==> src/rtl/bb_uart_rx.sv <==
// bb_uart_rx: 8N1 UART receiver sampling rxd with an OVS-times oversampled baud clock.
// Latency: rxrdy rises about 2 + 1 + OVS/2 + 9*OVS bdclk edges after rxd first goes low.
// Backpressure: the byte is held until rxrd; a frame completing while rxrdy=1 is dropped and flagged ovr.
//
// Ports:
//   bdclk  oversampled baud clock (OVS x baud)
//   rst    asynchronous active-low reset
//   rxd    asynchronous serial input, idle high
//   rxrd   one-cycle read acknowledge; clears rxrdy, ferr, ovr
//   rxreg  last correctly received byte
//   rxrdy  rxreg holds an unread byte
//   rxbsy  frame reception in progress
//   ferr   framing error (sticky until rxrd)
//   ovr    overrun (sticky until rxrd)
//
// Optional build macro: BB_UART_RX_MAJORITY_EN -- sample points use a 2-of-3
// majority over the last three synchronized rxd values.
module bb_uart_rx #(
  parameter int OVS = 16,
  parameter int CW  = 4
) (
  input  logic       bdclk,
  input  logic       rst,
  input  logic       rxd,
  input  logic       rxrd,
  output logic [7:0] rxreg,
  output logic       rxrdy,
  output logic       rxbsy,
  output logic       ferr,
  output logic       ovr
);

  typedef enum logic [2:0] {IDLE, START, DATA, STOP, WAITH} state_t;

  localparam logic [CW-1:0] CNT_HALF = CW'(OVS/2 - 1);
  localparam logic [CW-1:0] CNT_LAST = CW'(OVS - 1);

  state_t        state, state_nx;
  logic [CW-1:0] cnt, cnt_nx;
  logic [2:0]    bidx, bidx_nx;
  logic [7:0]    shreg, shreg_nx;
  logic [7:0]    rxreg_nx;
  logic          rxrdy_nx, ferr_nx, ovr_nx;
  logic          rxd_m, rxd_s;
  logic          smp;

  // Two-flop synchronizer; resets to the idle (high) line level.
  always_ff @(posedge bdclk or negedge rst) begin
    if (!rst) begin
      rxd_m <= 1'b1;
      rxd_s <= 1'b1;
    end else begin
      rxd_m <= rxd;
      rxd_s <= rxd_m;
    end
  end

`ifdef BB_UART_RX_MAJORITY_EN
  logic [2:0] hist;

  always_ff @(posedge bdclk or negedge rst) begin
    if (!rst) hist <= 3'b111;
    else      hist <= {hist[1:0], rxd_s};
  end

  // A single-cycle glitch can only flip one of the three votes.
  assign smp = (hist[0] & hist[1]) | (hist[0] & hist[2]) | (hist[1] & hist[2]);
`else
  assign smp = rxd_s;
`endif

  always_ff @(posedge bdclk or negedge rst) begin
    if (!rst) state <= IDLE;
    else      state <= state_nx;
  end

  always_comb begin
    state_nx = state;
    cnt_nx   = cnt;
    bidx_nx  = bidx;
    shreg_nx = shreg;
    rxreg_nx = rxreg;
    rxrdy_nx = rxrdy;
    ferr_nx  = ferr;
    ovr_nx   = ovr;

    // Acknowledge first; any flag set below in the same cycle overrides it.
    if (rxrd) begin
      rxrdy_nx = 1'b0;
      ferr_nx  = 1'b0;
      ovr_nx   = 1'b0;
    end

    case (state)
      IDLE: begin
        if (!rxd_s) begin
          state_nx = START;
          cnt_nx   = '0;
        end
      end
      START: begin
        if (cnt == CNT_HALF) begin
          if (smp) begin
            state_nx = IDLE;            // false start: no flags
          end else begin
            state_nx = DATA;
            cnt_nx   = '0;
            bidx_nx  = '0;
          end
        end else begin
          cnt_nx = cnt + 1'b1;
        end
      end
      DATA: begin
        if (cnt == CNT_LAST) begin
          shreg_nx = {smp, shreg[7:1]};  // LSB arrives first
          cnt_nx   = '0;
          bidx_nx  = bidx + 3'd1;
          if (bidx == 3'd7) state_nx = STOP;
        end else begin
          cnt_nx = cnt + 1'b1;
        end
      end
      STOP: begin
        if (cnt == CNT_LAST) begin
          cnt_nx = '0;
          if (smp) begin
            state_nx = IDLE;
            // A same-cycle rxrd frees the register, so the store wins.
            if (rxrdy && !rxrd) begin
              ovr_nx = 1'b1;
            end else begin
              rxreg_nx = shreg;
              rxrdy_nx = 1'b1;
            end
          end else begin
            ferr_nx  = 1'b1;
            state_nx = WAITH;
          end
        end else begin
          cnt_nx = cnt + 1'b1;
        end
      end
      WAITH: begin
        // A break is reported once; wait for the line to return high.
        if (rxd_s) state_nx = IDLE;
      end
      default: state_nx = IDLE;
    endcase
  end

  always_ff @(posedge bdclk or negedge rst) begin
    if (!rst) begin
      cnt   <= '0;
      bidx  <= '0;
      shreg <= '0;
      rxreg <= '0;
      rxrdy <= 1'b0;
      rxbsy <= 1'b0;
      ferr  <= 1'b0;
      ovr   <= 1'b0;
    end else begin
      cnt   <= cnt_nx;
      bidx  <= bidx_nx;
      shreg <= shreg_nx;
      rxreg <= rxreg_nx;
      rxrdy <= rxrdy_nx;
      rxbsy <= (state_nx != IDLE);
      ferr  <= ferr_nx;
      ovr   <= ovr_nx;
    end
  end

endmodule

==> config.mk <==
export PLATFORM = sky130hd
export DESIGN_NAME = bb_uart_rx
export DESIGN_NICKNAME = d
export VERILOG_FILES = /design/src/rtl/bb_uart_rx.sv
export SDC_FILE = /design/constraint.sdc
export NUM_CORES = 1
export LEC_CHECK = 0
export CAP_MARGIN = 0
export CORE_MARGIN = 1
export CORE_UTILIZATION = 55
export CTS_CLUSTER_DIAMETER = 100
export DETAILED_ROUTE_END_ITERATION = 10
export PLACE_DENSITY = 0.78
export SETUP_SLACK_MARGIN = 0.2
export SYNTH_ARGS = -nofsm -noshare
export SYNTH_HDL_FRONTEND = slang
export SYNTH_SLANG_ARGS = --single-unit
==> constraint.sdc <==
create_clock -name bdclk -period 4.7 [get_ports bdclk]
set_input_delay 0.47 -clock bdclk [delete_from_list [all_inputs] [get_ports bdclk]]
set_output_delay 0.47 -clock bdclk [all_outputs]
set_load 0.05 [all_outputs]
==> metrics.csv, run 1 <==
metric,value,unit
worstMarginPinSlew,0.525,ns
leakagePower,0.797,nW
vdd_ir_drop_max,0.000320,V
fin_area,1740,um^2
synth_commonest_cells,"dfrtp_1, mux2_1, inv_1, nor2_1, nand3_1",
reg2reg_from,cnt[0],
r2r_slack,2.59,ns
die_y,54.0,um
fmax,0.475,GHz
fp.dieArea,2920,um^2
cap_violations,0,
clockRootBuffer,clkbuf_4,
clk_latency,0.33,ns
regToRegEndpoint,rxreg[4],
synth_fp_nets,126,
holdBufCountCts,0,
use_met2,30.5,%
layout-drive-gt1-share,11.9,%
placed_area,1640,um^2
critPathSlowestCell,o2111a_1,
cts_tree,done,
dp_hpwl,1.68,mm
outcome,"complete, no violations",
synth.top_cell.area_share,50.4,%
hold_viol,0,
grt_pass1_vias,889,
slew_violations,0,
synth_area_leader_cell,dfrtp_1,
drtPass1Iterations,4,
yosysSeqAreaShare,53.9,%
synth_seq_cells,32,
intPower,0.527,mW
clkPwrFrac,30.7,%
htreeDepth,2,
yosys_warnings,0,
port_buffers,15,
async_reset_ff_share,100,%
pwr-share-seq,48.9,%
min_path_type,register to register,
antenna_found_initial,0,
n_antenna_cell,0,
vias,945,
p_per_area,438,nW/um^2
final.setup.tns,0,ns
cts_sinks,32,
cts.path.max_buffers,2,
crit_arrival,2.31,ns
io_pins,16,
vias_per_cell,5.73,
path_clk_slew,0.10,ns
setup_viol,0,
hold-path-endpoint,rxd_s,
met1_usage,25.7,%
grtUsageTotal,20.0,%
busiest_layer,met2,
rsz0062_at_grt,no,
netlist_instances,119,
initial_core_util,59.0,%
place_congestion,0.769,
post_cts_resized,0,
max_stage_delay,0.49,ns
synthTopCellsByArea,"dfrtp_1, mux2_1, dfstp_2, ha_1, mux2i_1",
wire_per_inst,15.0,um
startpoint_type,register,
finalWirelength,2.47,mm
power_switching,0.233,mW
cp.required,4.90,ns
drc,0,
cts_made_buffers,5,
hp-start,rxd_m,
syn_area_per_cell,12.5,um^2
grt-ovfl-total,0,
grt_pass1_wl,3.97,mm
crit_path_cell_trace,ha_1 -> and3_1 -> o2111a_1 -> mux2_1,
dr.first_iter.drc_count,22,
synth_area,1490,um^2
switching_share,30.7,%
ff2ff_path_depth,4,
post_cts_buffers,0,
nets,141,
slew_headroom,65.0,%
antenna_left,0,
grt_max_degree,33,
row_count,18,
grt_use_met3,6.50,%
path_class,register to register,
synth-edff-count,0,
crit_path_end_kind,register,
skew,0.0149,ns
yosysMostFrequentCell,dfrtp_1,
period_minus_slack,2.11,ns
area_growth,16.6,%
cp_max_fo,9,
holdPathStages,0,
combPwrFrac,20.4,%
period_share,44.8,%
synthDistinctLibCells,40,
synth_flop_cell,dfrtp_1,
fp.coreArea,2520,um^2
die_w,54.0,um
## registers in the layout, summed over array words and instances (netlist names)
signal  cells
shreg       8
ferr        1
rxd_m       1
rxd_s       1
rxbsy       1
state       3
ovr         1
bidx        3
rxrdy       1
cnt         4
rxreg       8
## final cells by class
class / count / area (um^2)
clock inverters: 1 / 30.0
multi-input cells: 72 / 617
fillers: 184 / 786
repair buffers: 16 / 158
flip-flops and latches: 32 / 803
clock buffers: 7 / 65.1
inverters: 7 / 26.3
well taps: 30 / 37.5
## power groups by stage
stage                     Clock, mW  Combinational (mW)  Sequential (mW)
after floorplan                   0               0.156            0.342
after global placement            0               0.152            0.373
after detailed placement          0               0.155            0.375
after CTS                     0.236               0.157            0.369
after global routing          0.253               0.171            0.379
final                         0.233               0.155            0.372
## layer usage
metal / share of wire [%] / wire (um)
met5: 0 / 0
met2: 48 / 1190
met1: 48 / 1180
met4: 1.6 / 39
met3: 2.5 / 63
## kinds of logic after synthesis
logic type                 Yosys count  share of synthesized area [%]
AOI/OAI and AO/OA                   20                           11.1
adders and majority gates            3                           2.52
buffers and inverters               15                           4.62
DFF                                 32                           53.9
muxes                               21                           15.9
and+or+nand+nor                     28                           11.9
## worst max-delay path by stage
stage,start,to,depth (start not counted)
2_1_floorplan,cnt[0],rxreg[0],7
3_3_place_gp,state[1],rxreg[1],3
6_report,cnt[0],rxreg[4],4
5_1_grt,state[1],rxreg[6],3
3_5_place_dp,cnt[0],rxreg[4],4
4_1_cts,cnt[0],rxreg[4],4
## layout by cell type (no fill, tap or decap), types with 3 or more instances in the layout
cell type        netlist  layout
inv_1                  7       7
nor2b_1                3       3
nor2_1                 7       7
nand3_1                5       5
clkbuf_4               0       5
clkdlybuf4s50_1        0      15
mux2i_1                3       3
ha_1                   3       3
mux2_1                16      16
dfrtp_1               30      30
a211oi_1               3       3
## critical path, delay by kind of cell, from the launching register on
kind                     cells  cell delay (ns)
AND/OR/NAND/NOR              1             0.44
flip-flops                   1             0.39
AO/OA/AOI/OAI                1             0.49
multiplexers                 1             0.37
adder cells (fa/ha/maj)      1             0.30
## per-stage QoR
stage	setup WS (ns)	utilization, %	std cells	hold slack, ns	power, mW
after floorplan	2.94	-	119	0.174	0.498
after global placement	2.69	65.1	157	0.346	0.525
after detailed placement	2.62	65.1	157	0.348	0.530
after CTS	2.60	68.8	165	0.362	0.762
after global routing	2.45	68.8	165	0.371	0.802
final	2.59	68.8	165	0.361	0.760
(Power assumes the default switching activity.)
==> run 2, diff against run 1 <==
--- a/config.mk
+++ b/config.mk
@@ -7,10 +7,10 @@
 export LEC_CHECK = 0
 export CAP_MARGIN = 0
 export CORE_MARGIN = 1
-export CORE_UTILIZATION = 55
+export CORE_UTILIZATION = 49
 export CTS_CLUSTER_DIAMETER = 100
 export DETAILED_ROUTE_END_ITERATION = 10
-export PLACE_DENSITY = 0.78
+export PLACE_DENSITY = 0.73
 export SETUP_SLACK_MARGIN = 0.2
 export SYNTH_ARGS = -nofsm -noshare
 export SYNTH_HDL_FRONTEND = slang
==> constraint.sdc (replaced) <==
create_clock -name bdclk -period 1.8 [get_ports bdclk]
set_input_delay 0.18 -clock bdclk [delete_from_list [all_inputs] [get_ports bdclk]]
set_output_delay 0.18 -clock bdclk [all_outputs]
set_load 0.05 [all_outputs]
==> run 2 against run 1 <==
Against the previous run: the flow now finishes with violations (design-rule violations); first-iteration DRC count grew to 2.9 times the previous value; clock power is 130% higher; sequential power is 130% higher; fmax is 31% higher; power grew to 2.8 times the previous value; largest power group unchanged.
==> metrics.csv, run 2 (same netlist as run 1, synthesis figures left out) <==
metric,value,unit,change
ff2ff_path_depth,3,,-1
fp.dieArea,3260,um^2,+12%
nets,158,,+12%
critPathSlowestCell,or4b_4,,
period_share,89.0,%,+44 points
slew_headroom,67.1,%,+2.1 points
reg_top3,"rxreg: 8 flops, shreg: 8 flops, cnt: 4 flops",,
cp_max_fo,4,,-5
slew_violations,0,,unchanged
min_path_type,input port to asynchronous set/reset pin,,
place_congestion,0.799,,+3.8%
final.setup.tns,0,ns,unchanged
path_class,register to register,,
vias,1062,,+12%
cts_sinks,32,,unchanged
row_count,19,,+1
fmax,0.625,GHz,+31%
skew,0.0143,ns,-0.000577 ns
path_clk_slew,0.10,ns,about the same
max_stage_delay,0.54,ns,+0.05 ns
cts_made_buffers,5,,unchanged
n_antenna_cell,0,,unchanged
die_y,57.1,um,+5.7%
htreeDepth,2,,unchanged
fin_hold_ws,0.216,ns,-0.145 ns
crit_path_end_kind,register,,
violations,design-rule violations,,
rsz0062_at_grt,yes,,
grtUsageTotal,21.3,%,+1.3 points
die_w,57.1,um,+5.7%
hold_viol,0,,unchanged
cp.required,2.03,ns,-2.87 ns
layout-drive-gt1-share,29.6,%,+18 points
cts_tree,done,,
leakagePower,0.926,nW,+16%
vias_per_cell,5.80,,+1.3%
crit_path_cell_trace,or4b_4 -> a211oi_4 -> mux2_4,,
p_per_area,1110,nW/um^2,+150%
critical-path-top-delay-family,simple AND/OR/NAND/NOR gates,,
final_common_cell,dfrtp_1,,
grt_max_degree,33,,unchanged
dp_hpwl,2.02,mm,+20%
crit_arrival,1.84,ns,-0.47 ns
antenna_left,0,,unchanged
finalWirelength,3.07,mm,+24%
area_growth,27.0,%,
initial_core_util,52.6,%,-6.4 points
setup_viol,0,,unchanged
clk_latency,0.34,ns,about the same
period_minus_slack,1.60,ns,-0.504 ns
grt_pass1_wl,5.13,mm,+29%
vdd_ir_drop_max,0.00102,V,+220%
worstMarginPinSlew,0.495,ns,-0.0297 ns
cts.path.max_buffers,2,,unchanged
drtPass1Iterations,8,,+4
clockRootBuffer,clkbuf_4,,
outcome,"complete, but fails checks",,
final_cell_mix,"dfrtp_1, buf_4, dlygate4sd2_1",,
grt-ovfl-total,0,,unchanged
path_depth,3,,-1
wire_per_inst,16.8,um,+12%
fp.coreArea,2830,um^2,+12%
io_pins,16,,unchanged
path_buf_inv,0,,unchanged
port_buffers,15,,unchanged
antenna_found_initial,0,,unchanged
grt_pass1_vias,1094,,+23%
startpoint_type,register,,
dr.first_iter.drc_count,64,,+190%
cap_violations,0,,unchanged
drc,2,,+2
[run 2: cell types whose count changed in the layout (fill, tap and decap cells not counted), sizes merged]
| cell | delta |
|---|---|
| buf | +17 |
| clkdlybuf4s50 | -12 |
| dlygate4sd2 | +12 |
| clkbuf | -1 |
| clkinv | +1 |
[run 2: stage by stage]
step	cells	util (%)	setup slack, ns	area [um^2]	total power, mW
2_1_floorplan	119	-	0.141	1510	1.32
3_3_place_gp	169	61.5	0.117	1740	1.46
3_5_place_dp	169	61.5	0.0904	1740	1.50
4_1_cts	182	65.2	0.141	1840	2.07
5_1_grt	183	66.8	0.160	1890	2.22
6_report	183	66.8	0.199	1890	2.11
[run 2: layer usage]
layer | track usage (%) | vias up | wire length [um]
met1 | 28.1 | 540 | 1430
met3 | 7.71 | 5 | 147
met5 | 0 | - | 0
met2 | 32.1 | 25 | 1450
met4 | 8.36 | 0 | 47
li1 | - | 492 | -
[run 2: power breakdown]
part           internal (mW)  switching [mW]  total (mW)
Sequential             0.807          0.0613       0.869
Combinational          0.331           0.375       0.705
Clock                  0.291           0.241       0.532
Total                   1.43           0.677        2.11
[run 2: final timing paths]
check                      startpoint  endpoint  slack (ns)
min reg2reg                     rxd_m     rxd_s        0.36
max in group asynchronous         rst     rxd_m        1.24
min in group bdclk                rxd     rxd_m        0.26
min                               rst  shreg[0]        0.22
max reg2reg                     rxd_s   bidx[1]        0.20
max                             rxd_s   bidx[1]        0.20
[run 2: what timing repair did]
action	4_1_cts	5_1_grt
pin swaps	2	2
buffers inserted	5	1
gates resized for setup	15	11
setup endpoints to repair	21	11
hold buffers	0	0
[run 2: area by class of cell]
cell class	count	area [um^2]
fillers	218	938
flip-flops and latches	32	805
multi-input cells	72	658
repair buffers	33	287
clock buffers	6	41.3
well taps	31	38.8
clock inverters	2	35.0
inverters	7	26.3
==> run 3, diff against run 2 <==
--- a/config.mk
+++ b/config.mk
@@ -6,11 +6,13 @@
 export NUM_CORES = 1
 export LEC_CHECK = 0
 export CAP_MARGIN = 0
+export CELL_PAD_IN_SITES_DETAIL_PLACEMENT = 1
+export CELL_PAD_IN_SITES_GLOBAL_PLACEMENT = 1
 export CORE_MARGIN = 1
-export CORE_UTILIZATION = 49
+export CORE_UTILIZATION = 40
 export CTS_CLUSTER_DIAMETER = 100
 export DETAILED_ROUTE_END_ITERATION = 10
-export PLACE_DENSITY = 0.73
+export PLACE_DENSITY_LB_ADDON = 0.1
 export SETUP_SLACK_MARGIN = 0.2
 export SYNTH_ARGS = -nofsm -noshare
 export SYNTH_HDL_FRONTEND = slang
==> constraint.sdc (replaced) <==
create_clock -name bdclk -period 1.8 [get_ports bdclk]
set_input_delay 0.18 -clock bdclk [delete_from_list [all_inputs] [get_ports bdclk]]
set_output_delay 0.18 -clock bdclk [all_outputs]
set_load 0.1 [all_outputs]
==> run 3 against run 2 <==
Against the previous run: the run now ends clean; wire length increased by 9.6%; power increased by 13%; clock power increased by 28%; highest routed layer unchanged; combinational power increased by 17%; fmax decreased by 0.64%; critical path depth unchanged.
==> metrics.csv, run 3 (same netlist as run 1, synthesis figures left out) <==
metric,value,unit,change
reg2reg_from,cnt[3],,
vias,1068,,+0.56%
fin_ws,0.188,ns,-0.0103 ns
critPathSlowestCell,or4b_4,,
final_common_cell,buf_4,,
p_per_area,1210,nW/um^2,+8.7%
cap_violations,0,,unchanged
startpoint_type,register,,
skew,0.00689,ns,-0.00741 ns
htreeDepth,2,,unchanged
cts_sinks,32,,unchanged
drtPass1Iterations,3,,-5
crit_path_cell_trace,or4b_4 -> a211oi_4 -> mux2_4,,
wire_per_inst,16.7,um,-0.24%
leakagePower,0.931,nW,+0.55%
initial_core_util,43.3,%,-9.4 points
wl_met3,102,um,-31%
wl_met1,1.56,mm,+9.2%
clockRootBuffer,clkbuf_8,,
row_count,21,,+2
dr_wl_met2,1.67,mm,+15%
dr.first_iter.drc_count,43,,-33%
holdBufCountCts,0,,unchanged
fill_cells,357,,+64%
grt_pass1_wl,5.69,mm,+11%
path_class,register to register,,
slew_violations,0,,unchanged
fp.coreArea,3440,um^2,+22%
dp_slack,0.0874,ns,-0.00302 ns
antenna_left,0,,unchanged
grt_pass1_vias,1125,,+2.8%
rsz0062_at_grt,yes,,
grt_max_degree,33,,unchanged
crit_arrival,1.78,ns,-0.06 ns
hold_viol,0,,unchanged
finalWirelength,3.37,mm,+9.6%
clk_latency,0.28,ns,-0.06 ns
place_congestion,0.735,,-8.0%
cts.path.max_buffers,2,,unchanged
outcome,"complete, no violations",,
fp.dieArea,3970,um^2,+22%
nets,161,,+1.9%
path_clk_slew,0.07,ns,-0.03 ns
die_w,63.0,um,+10%
final_cell_mix,"buf_4, dfrtp_1, mux2_4",,
drc,0,,-2
final.setup.tns,0,ns,unchanged
cp_max_fo,3,,-1
max_stage_delay,0.50,ns,-0.04 ns
top_layer,met4,,
worstMarginPinSlew,0.414,ns,-0.0818 ns
min_path_type,input port to asynchronous set/reset pin,,
cts_tree,done,,
n_antenna_cell,0,,unchanged
period_minus_slack,1.61,ns,+0.0103 ns
die_y,63.0,um,+10%
vias_per_cell,5.31,,-8.4%
period_share,89.5,%,+0.57 points
antenna_found_initial,0,,unchanged
r2r_slack,0.19,ns,about the same
dp_hpwl,2.19,mm,+8.8%
cts_made_buffers,5,,unchanged
crit_start,cnt[3],,
slew_headroom,72.4,%,+5.3 points
grt-ovfl-total,0,,unchanged
reg_top3,"rxreg: 8 flops, shreg: 8 flops, cnt: 4 flops",,
area_growth,32.0,%,
fmax,0.621,GHz,-0.64%
setup_viol,0,,unchanged
crit_path_end_kind,register,,
grtUsageTotal,19.1,%,-2.2 points
vdd_ir_drop_max,0.000689,V,-32%
cp.required,1.97,ns,-0.06 ns
layout-drive-gt1-share,40.0,%,+10 points
port_buffers,15,,unchanged
io_pins,16,,unchanged
==> run 3: cell count changes in the layout (fill, tap and decap cells not counted) <==
cell	delta
mux2_4	+1
buf_6	+1
nor2b_2	-1
clkbuf_8	+5
dlygate4sd2_1	-12
clkbuf_4	-5
dfrtp_1	-1
dfrtp_2	+1
buf_4	+14
clkbuf_1	-1
clkinvlp_4	+1
nor2b_4	+1
mux2_2	-1
==> run 3: cell type report <==
cell class / count / area, um^2 / share of cell area, %
Sequential cell: 32 / 806 / 41.0
Multi-Input combinational cell: 72 / 667 / 33.9
Timing Repair Buffer: 36 / 298 / 15.1
Clock buffer: 5 / 68.8 / 3.50
Tap cell: 46 / 57.6 / 2.93
Clock inverter: 3 / 42.5 / 2.16
Inverter: 7 / 26.3 / 1.34
==> run 3: final timing paths <==
| kind | depth (start not counted) | to |
|---|---|---|
| max reg2reg | 3 | bidx[1] |
| max | 3 | bidx[1] |
| min in group bdclk | 1 | rxd_m |
| min | 2 | shreg[2] |
| max in group asynchronous | 2 | rxd_s |
| min reg2reg | 0 | rxd_s |
==> run 3: worst max-delay path, delay by kind of cell, from the launching register on <==
family             cells  cell delay (ns)
and+or+nand+nor        1             0.50
DFF                    1             0.44
muxes                  1             0.32
AOI/OAI and AO/OA      1             0.24
==> run 3: metal layers <==
layer | up-vias | global-route usage, %
met3 | 4 | 4.93
met2 | 19 | 30.6
li1 | 495 | -
met5 | - | 0
met1 | 550 | 24.6
met4 | 0 | 6.98
==> run 3: per-stage QoR <==
stage	hold WS, ns	std cells	cell area [um^2]	utilization [%]	power (mW)
CTS	0.304	200	1910	55.6	2.35
detailed placement	0.349	184	1730	50.3	1.55
finish	0.297	201	1970	57.1	2.38
floorplan	-0.116	119	1510	-	1.34
global route	0.314	201	1970	57.1	2.51
global placement	0.347	184	1730	50.3	1.51
==> run 3: report_power, final <==
group	internal, mW	switching, mW	total [mW]	leakage [nW]
combinational	0.395	0.430	0.825	0.457
clock	0.409	0.274	0.683	0.0541
sequential	0.808	0.0624	0.871	0.420
==> run 3: what timing repair did <==
item	4_1_cts	5_1_grt
cloned	0	0
pin swaps	2	5
endpoints found under the setup margin	16	13
buffers inserted	8	1
gates resized for setup	5	12
